==> src/rtl/dbg_cmd_bridge.sv <==
// Byte-stream command front end for the debug access port: parses read/write
// commands, issues one access strobe, returns ACK/NAK plus read data.
// Define DBG_CMD_CHECKSUM_EN to add XOR checksum bytes to commands and responses.
module dbg_cmd_bridge #(
  parameter int unsigned TIMEOUT_CYCLES = 256,
  parameter logic [7:0]  ACK_BYTE       = 8'h06,
  parameter logic [7:0]  NAK_BYTE       = 8'h15
) (
  input  logic        clk,
  input  logic        reset,
  input  logic [7:0]  rx_data,
  input  logic        rx_valid,
  output logic        rx_ready,
  output logic [7:0]  tx_data,
  output logic        tx_valid,
  input  logic        tx_ready,
  output logic        dbg_enable,
  output logic [11:0] dbg_addr,
  output logic        dbg_read,
  output logic        dbg_write,
  output logic [31:0] dbg_write_data,
  input  logic [31:0] dbg_read_data,
  input  logic        dbg_ready,
  output logic        busy,
  output logic [7:0]  nak_count
);

  typedef enum logic [2:0] {
    S_IDLE,
    S_ADDR_HI,
    S_ADDR_LO,
    S_DATA,
`ifdef DBG_CMD_CHECKSUM_EN
    S_CHK,
`endif
    S_ISSUE,
    S_WAIT,
    S_RESP
  } state_e;

  localparam int unsigned   TW       = (TIMEOUT_CYCLES > 1) ? $clog2(TIMEOUT_CYCLES) : 1;
  localparam logic [TW-1:0] TMO_LAST = TW'(TIMEOUT_CYCLES - 1);
  localparam logic [7:0]    OP_RD    = 8'h52;
  localparam logic [7:0]    OP_WR    = 8'h57;

  state_e        state_q, state_d;
  logic          op_wr_q, op_wr_d;
  logic [15:0]   addr_buf_q, addr_buf_d;
  logic [31:0]   data_buf_q, data_buf_d;
  logic [1:0]    byte_cnt_q, byte_cnt_d;
  logic [TW-1:0] tmo_q, tmo_d;
  logic [39:0]   resp_sh_q, resp_sh_d;
  logic [2:0]    resp_rem_q, resp_rem_d;
  logic          resp_first_q, resp_first_d;
  logic          resp_nak_q, resp_nak_d;
  logic [7:0]    tx_data_q, tx_data_d;
  logic          tx_valid_q, tx_valid_d;
  logic          dbg_enable_q, dbg_enable_d;
  logic          dbg_read_q, dbg_read_d;
  logic          dbg_write_q, dbg_write_d;
  logic [11:0]   dbg_addr_q, dbg_addr_d;
  logic [31:0]   dbg_wdata_q, dbg_wdata_d;
  logic [7:0]    nak_count_q, nak_count_d;
`ifdef DBG_CMD_CHECKSUM_EN
  logic [7:0]    chk_q, chk_d;
  logic [7:0]    resp_chk;
`endif

  logic       rx_fire, tx_fire, cmd_done, chk_bad, start_resp, resp_nak, resp_rd;
  logic [7:0] resp_status;

  always_comb begin
    rx_ready = 1'b0;
    case (state_q)
      S_IDLE, S_ADDR_HI, S_ADDR_LO, S_DATA: rx_ready = !reset;
`ifdef DBG_CMD_CHECKSUM_EN
      S_CHK:                                rx_ready = !reset;
`endif
      default:                              rx_ready = 1'b0;
    endcase
  end

  assign rx_fire = rx_valid && rx_ready;
  assign tx_fire = tx_valid_q && tx_ready;

  always_comb begin
    state_d      = state_q;
    op_wr_d      = op_wr_q;
    addr_buf_d   = addr_buf_q;
    data_buf_d   = data_buf_q;
    byte_cnt_d   = byte_cnt_q;
    tmo_d        = tmo_q;
    resp_sh_d    = resp_sh_q;
    resp_rem_d   = resp_rem_q;
    resp_first_d = resp_first_q;
    resp_nak_d   = resp_nak_q;
    tx_data_d    = tx_data_q;
    tx_valid_d   = tx_valid_q;
    dbg_enable_d = 1'b0;
    dbg_read_d   = 1'b0;
    dbg_write_d  = 1'b0;
    dbg_addr_d   = dbg_addr_q;
    dbg_wdata_d  = dbg_wdata_q;
    nak_count_d  = nak_count_q;
`ifdef DBG_CMD_CHECKSUM_EN
    chk_d        = chk_q;
    resp_chk     = '0;
`endif
    cmd_done     = 1'b0;
    chk_bad      = 1'b0;
    start_resp   = 1'b0;
    resp_nak     = 1'b0;
    resp_rd      = 1'b0;
    resp_status  = ACK_BYTE;

    case (state_q)
      S_IDLE: if (rx_fire) begin
`ifdef DBG_CMD_CHECKSUM_EN
        chk_d = rx_data;
`endif
        if (rx_data == OP_RD || rx_data == OP_WR) begin
          op_wr_d = (rx_data == OP_WR);
          state_d = S_ADDR_HI;
        end else begin
          start_resp = 1'b1;
          resp_nak   = 1'b1;
        end
      end
      S_ADDR_HI: if (rx_fire) begin
`ifdef DBG_CMD_CHECKSUM_EN
        chk_d = chk_q ^ rx_data;
`endif
        addr_buf_d[15:8] = rx_data;
        state_d          = S_ADDR_LO;
      end
      S_ADDR_LO: if (rx_fire) begin
`ifdef DBG_CMD_CHECKSUM_EN
        chk_d = chk_q ^ rx_data;
`endif
        addr_buf_d[7:0] = rx_data;
        byte_cnt_d      = '0;
        if (op_wr_q) state_d = S_DATA;
`ifdef DBG_CMD_CHECKSUM_EN
        else         state_d = S_CHK;
`else
        else         cmd_done = 1'b1;
`endif
      end
      S_DATA: if (rx_fire) begin
`ifdef DBG_CMD_CHECKSUM_EN
        chk_d = chk_q ^ rx_data;
`endif
        data_buf_d = {data_buf_q[23:0], rx_data};
        byte_cnt_d = byte_cnt_q + 2'd1;
        if (byte_cnt_q == 2'd3) begin
`ifdef DBG_CMD_CHECKSUM_EN
          state_d = S_CHK;
`else
          cmd_done = 1'b1;
`endif
        end
      end
`ifdef DBG_CMD_CHECKSUM_EN
      S_CHK: if (rx_fire) begin
        cmd_done = 1'b1;
        chk_bad  = (rx_data != chk_q);
      end
`endif
      S_ISSUE: begin
        tmo_d   = '0;
        state_d = S_WAIT;
      end
      S_WAIT: begin
        if (dbg_ready) begin
          start_resp = 1'b1;
          resp_rd    = !op_wr_q;
        end else if (tmo_q == TMO_LAST) begin
          start_resp = 1'b1;
          resp_nak   = 1'b1;
        end else begin
          tmo_d = tmo_q + TW'(1);
        end
      end
      S_RESP: if (tx_fire) begin
        resp_first_d = 1'b0;
        if (resp_first_q && resp_nak_q && nak_count_q != 8'hFF)
          nak_count_d = nak_count_q + 8'd1;
        if (resp_rem_q == 3'd0) begin
          state_d    = S_IDLE;
          tx_valid_d = 1'b0;
        end else begin
          tx_data_d  = resp_sh_q[39:32];
          resp_sh_d  = {resp_sh_q[31:0], 8'h00};
          resp_rem_d = resp_rem_q - 3'd1;
        end
      end
      default: state_d = S_IDLE;
    endcase

    // Address/checksum are judged with the final byte folded in, so a rejected
    // command never reaches ISSUE and the port sees no strobe.
    if (cmd_done) begin
      if (addr_buf_d[15:12] != 4'h0 || chk_bad) begin
        start_resp = 1'b1;
        resp_nak   = 1'b1;
      end else begin
        state_d      = S_ISSUE;
        dbg_enable_d = 1'b1;
        dbg_read_d   = !op_wr_q;
        dbg_write_d  = op_wr_q;
        dbg_addr_d   = addr_buf_d[11:0];
        dbg_wdata_d  = data_buf_d;
      end
    end

    if (start_resp) begin
      resp_status  = resp_nak ? NAK_BYTE : ACK_BYTE;
      state_d      = S_RESP;
      tx_valid_d   = 1'b1;
      tx_data_d    = resp_status;
      resp_first_d = 1'b1;
      resp_nak_d   = resp_nak;
`ifdef DBG_CMD_CHECKSUM_EN
      if (resp_rd) begin
        resp_chk   = resp_status ^ dbg_read_data[31:24] ^ dbg_read_data[23:16]
                   ^ dbg_read_data[15:8] ^ dbg_read_data[7:0];
        resp_sh_d  = {dbg_read_data, resp_chk};
        resp_rem_d = 3'd5;
      end else begin
        resp_sh_d  = {resp_status, 32'h0};
        resp_rem_d = 3'd1;
      end
`else
      resp_sh_d  = {dbg_read_data, 8'h00};
      resp_rem_d = resp_rd ? 3'd4 : 3'd0;
`endif
    end
  end

  always_ff @(posedge clk or posedge reset) begin
    if (reset) begin
      state_q      <= S_IDLE;
      op_wr_q      <= 1'b0;
      addr_buf_q   <= '0;
      data_buf_q   <= '0;
      byte_cnt_q   <= '0;
      tmo_q        <= '0;
      resp_sh_q    <= '0;
      resp_rem_q   <= '0;
      resp_first_q <= 1'b0;
      resp_nak_q   <= 1'b0;
      tx_data_q    <= '0;
      tx_valid_q   <= 1'b0;
      dbg_enable_q <= 1'b0;
      dbg_read_q   <= 1'b0;
      dbg_write_q  <= 1'b0;
      dbg_addr_q   <= '0;
      dbg_wdata_q  <= '0;
      nak_count_q  <= '0;
`ifdef DBG_CMD_CHECKSUM_EN
      chk_q        <= '0;
`endif
    end else begin
      state_q      <= state_d;
      op_wr_q      <= op_wr_d;
      addr_buf_q   <= addr_buf_d;
      data_buf_q   <= data_buf_d;
      byte_cnt_q   <= byte_cnt_d;
      tmo_q        <= tmo_d;
      resp_sh_q    <= resp_sh_d;
      resp_rem_q   <= resp_rem_d;
      resp_first_q <= resp_first_d;
      resp_nak_q   <= resp_nak_d;
      tx_data_q    <= tx_data_d;
      tx_valid_q   <= tx_valid_d;
      dbg_enable_q <= dbg_enable_d;
      dbg_read_q   <= dbg_read_d;
      dbg_write_q  <= dbg_write_d;
      dbg_addr_q   <= dbg_addr_d;
      dbg_wdata_q  <= dbg_wdata_d;
      nak_count_q  <= nak_count_d;
`ifdef DBG_CMD_CHECKSUM_EN
      chk_q        <= chk_d;
`endif
    end
  end

  assign tx_data        = tx_data_q;
  assign tx_valid       = tx_valid_q;
  assign dbg_enable     = dbg_enable_q;
  assign dbg_read       = dbg_read_q;
  assign dbg_write      = dbg_write_q;
  assign dbg_addr       = dbg_addr_q;
  assign dbg_write_data = dbg_wdata_q;
  assign nak_count      = nak_count_q;
  assign busy           = (state_q != S_IDLE);

endmodule

==> config.mk <==
export PLATFORM = sky130hd
export DESIGN_NAME = dbg_cmd_bridge
export DESIGN_NICKNAME = d
export VERILOG_FILES = /design/src/rtl/dbg_cmd_bridge.sv
export SDC_FILE = /design/constraint.sdc
export NUM_CORES = 1
export LEC_CHECK = 0
export ABC_AREA = 1
export CORE_MARGIN = 4
export CORE_UTILIZATION = 45
export CTS_BUF_LIST = sky130_fd_sc_hd__clkbuf_8
export CTS_CLUSTER_DIAMETER = 40
export DETAILED_ROUTE_END_ITERATION = 10
export GPL_ROUTABILITY_DRIVEN = 1
export PLACE_DENSITY = 0.73
export SLEW_MARGIN = 20
export SYNTH_ARGS = -nofsm -noshare
export SYNTH_HDL_FRONTEND = slang
export SYNTH_SLANG_ARGS = --single-unit
==> constraint.sdc <==
create_clock -name clk -period 7.6 [get_ports clk]
set_input_delay 2.28 -clock clk [delete_from_list [all_inputs] [get_ports clk]]
set_output_delay 2.28 -clock clk [all_outputs]
set_load 0.01 [all_outputs]
# Word level (Yosys, flattened, before mapping)
# Cells that the tools add are included.
# Widths: inputs -> output; s select.
# word_totals
wordCells	134
ff_bits	171
# classes
n_bitwise	1
n_eq_ne	16
n_reduce_logical	26
muxes	69
n_addsub	4
# op_table
cell	n
$mux 40	4
$mux 8	10
$mux 32	2
$mux 3	15
$mux 1	29
$pmux 3 s6	1
$reduce_and 3->1	6
$add 8x1->8 const B	2
$eq 8x7->1 const B	2
$pmux 8 s2	1
$ne 2x2->1 const B	5
$reduce_bool 2->1	5
$eq 3x3->1 const B	3
$eq 8x8->1 const B	1
$ne 8x8->1 const B	1
$eq 3x2->1 const B	2
$logic_not 3->1	2
$pmux 1 s2	3
$mux 5	1
$logic_and 1x1->1	4
$mux 2	2
$pmux 2 s2	1
$reduce_and 2->1	2
$reduce_bool 4->1	1
other kinds (10)	11

# Longest topological paths before layout
# depth
word_depth	11
ltp_mapped	15
mapped_depth_nobuf	12

# Worst setup path before layout
# Ideal clock, no wire load.
# synth_timing
path_type	input port to output port
start	input port reset
end	output port rx_ready
arrival_time_ns	2.442
cell_stages	1
slack_ns	2.878
cell_sequence	nor2_4
# synth_via
elab_chain_len	2
# synth_rtl
element	line	source
start: declaration	10	input logic reset,
$logic_not 1->1 (no source line)	n/a	
$mux 1	74	case (state_q)
end: declaration	13	output logic rx_ready,
# Every way passes these cells.

# Worst setup path in the final report
# Ends and elaborated chain as after synthesis.

==> impl_results.md <==
* Status: complete, no violations
* Worst setup path startpoint: reset
* Power density cells at 322.8 nW/um^2
* Detailed-routing wirelength on met1 at 7361 um
* CTS tree: yes
* Clk pwr share at 22.9%
* Highest metal used: met4
* Post-Syn Area per Cell at 8.421 um^2
* Worst slew slack as a fraction of its limit at 30.28%
* Die Outline Area at 18030 um^2
* Cell-internal power at 1.835 mW
* Clk pin slew, worst setup/hold paths at 0.09 ns
* Number of nets in the finished design at 1005
* RD Place Congestion at 0.8112
* Transition time at the pin with the least slew margin at 1.045 ns
* Count of final max-slew check failures at 0
* Number of synthesized flops with an enable pin at 0
* Total number of clock tree sinks at 163
* Clock buffer depth at 2
* Pin count of the biggest net entering global routing at 119
* Number of iterations in the first detailed-routing pass at 4
* Met2 Routed Length at 7095 um
* Die X at 134.3 um
* Final Skew at 0.01551 ns
* Placed Instances at 1147
* Half-perimeter wire length after detailed placement at 10810 um
* Fraction of the cycle the final worst path needs at 78.74%
* Synth-to-layout area growth at 22.36%
* Fraction of layout instances using a drive strength above 1 at 6.715%
* Register share of total power at 46.0%
* Worst hold path startpoint: dbg_write_data[19]
* Arr. time, crit path at 3.70 ns
* Number of fill cells at 1402
* Synthesized area at 7174 um^2
* Vias in the first global route at 5339
* Cell count after synthesis at 852
* Final count of negative-setup-slack endpoints at 0
* Mean routed wirelength per cell at 13.19 um
* Peak supply drop at 0.1615 mV
* Worst-skew pair later-pin latency at 0.47 ns
* Antenna Violating Nets Remaining at 0
* Buffer count from post-CTS setup fixing at 0
* Critical Path Source Type: primary input
* Diode count at 0
* Minimum period implied by the final worst setup slack at 5.984 ns
* Part of the total power dissipated in combinational logic at 31.1%
* CP Max Fanout at 5
* Crit path capture type: output port
* Overall via count from detail_route at 5632
* Via count normalized by instance count at 4.777
* Count of input and output buffers at 110
* Synthesized netlist net count at 902
* Startpoint of the worst register-to-register path: state_q[1]
* Vert. Die Dim at 134.3 um
* Class of the tightest hold or removal check: reg -> reg
* Start-to-end type of the worst setup path: in -> out
* #FFs+latches synth at 163
* Clock buffers created by TritonCTS at 17
* Total congestion overflow at 0
* Leakage Power at 4.516 nW
* Net switching fraction of the power at 35.26%
* Count of standard-cell rows at 45
* Max Cap Viol at 0
* Warning count from the yosys run at 0
* P_sw at 999.1 uW
* Final WL at 15550 um
* Post-route DRC at 0
* Antenna violations before repair at 0
* Final worst-path setup slack at 1.616 ns
* Share of flip-flops with an asynchronous set or reset after synthesis at 100.0%
* Final hold vios at 0
* Placeable core area at 15430 um^2
* Predominant post-synthesis flop cell: dfrtp_1
* RSZ-0062 raised after global routing: false
* Buffer cell driving the clock tree root: clkbuf_8
* Tot GR Track Use at 17.96%
* Minimum setup slack after placement at 1.651 ns
* Distinct cell type count of the synthesized netlist at 42
* Met3 routed wirelength at 890 um
* Final TNS setup at 0 ns
* Required @ worst endpoint at 5.32 ns
* I/O Pins at 111
* Post-synthesis sequential area ratio at 56.85%
* H-tree depth reported by CTS at 4
* Hold buffer count at CTS at 0
* Count of routing violations after the opening detailed-route iteration at 437
* Max frequency at 167.1 MHz
* Initial core utilization at 46.50%
* Number of standard cells in the layout, taps in and fillers out at 1179
* First-pass GRT wire length at 26080 um
* Quantity of gates resized following cts at 0
-- layout make-up --
cell class	count	area, um^2	area share, %
multi-input combinational	563	2527	28.79
clock inverter	14	165.2	1.881
sequential	163	4079	46.47
tap	211	264.0	3.007
timing repair buffer	113	1124	12.80
clock buffer	18	247.7	2.822
inverter	97	371.6	4.233
-- cell families after synthesis --
logic type / share of synthesized area [%]
XOR/XNOR: 1.099
AO/OA/AOI/OAI: 5.633
adder cells (fa/ha/maj): 0.8720
AND/OR/NAND/NOR: 27.62
flip-flops: 56.85
buffers and inverters: 7.918
-- final timing paths --
kind | slack [ns] | cells after the start | end
max in group asynchronous | 4.01 | 3 | dbg_write_data[11]
hold reg to reg | 0.47 | 2 | dbg_write_data[19]
min in group asynchronous | 2.52 | 2 | state_q[2]
setup / recovery | 1.62 | 3 | rx_ready
hold / removal | 0.47 | 2 | dbg_write_data[19]
setup reg to reg | 4.63 | 8 | dbg_write_data[6]
-- routing by layer --
metal / vias up / GRT usage [%]
met2: 136 / 27.54
met3: 17 / 4.014
met1: 2625 / 25.62
met5: - / 0
met4: 0 / 5.600
li1: 2854 / -
-- cells in the final DEF (no fill, tap or decap), types with 2 or more instances in the layout --
cell type / count
nand2_1: 387
dfrtp_1: 163
clkdlybuf4s50_1: 110
inv_1: 87
o21ai_0: 30
nor2_1: 25
o21ai_1: 24
nand3_1: 19
clkbuf_8: 18
nand4_1: 14
inv_2: 9
nor3_1: 7
o22ai_1: 7
xor2_1: 7
nor2_2: 6
inv_6: 6
nand2_2: 5
ha_1: 5
inv_8: 3
buf_4: 3
xnor2_1: 2
o21bai_1: 2
nor3_2: 2
a21oi_1: 2
bufinv_16: 2
clkinv_4: 2
-- metrics by stage --
step | area, um^2 | hold slack [ns] | utilization, % | power, mW
6_report | 8778 | 0.4744 | 56.90 | 2.834
2_1_floorplan | 7174 | 0.4032 | - | 1.882
5_1_grt | 8778 | 0.4654 | 56.90 | 3.049
3_5_place_dp | 8363 | 0.4470 | 54.21 | 2.209
3_3_place_gp | 8363 | 0.4530 | 54.21 | 2.173
4_1_cts | 8776 | 0.4676 | 56.89 | 2.862
-- cells in the mapped netlist (all sizes together) (7+ instances only) --
cell,number,share of area [%]
buf,20,2.4
clkbuf,9,0.47
dfrtp,163,57
inv,97,5.1
nand2,393,21
nand3,21,1.7
nand4,14,1.2
nor2,33,2.3
nor3,10,0.99
o21ai,54,3.8
o22ai,7,0.61
xor2,7,0.85
-- power groups by stage --
| stage | Clock (mW) | Combinational [mW] | Sequential (mW) |
|---|---|---|---|
| floorplan | 0 | 0.569 | 1.31 |
| global placement | 0 | 0.862 | 1.31 |
| detailed placement | 0 | 0.890 | 1.32 |
| CTS | 0.667 | 0.891 | 1.30 |
| global route | 0.701 | 1.01 | 1.34 |
| finish | 0.649 | 0.880 | 1.30 |
-- worst max-delay path, stage by stage --
cell             delay (ns)
clkdlybuf4s50_1        0.58
nor2_4                 0.24
clkdlybuf4s50_1        0.60
-- state kept, by name, indices dropped and copies added (netlist names), 2 cells and up --
name	flops
tx_data	8
dbg_addr	12
resp_rem_q	3
data_buf_q	32
dbg_write_data	32
tmo_q	8
byte_cnt_q	2
resp_sh_q	32
state_q	3
nak_count	8
addr_buf_q	16
(Power assumes the default switching activity.)
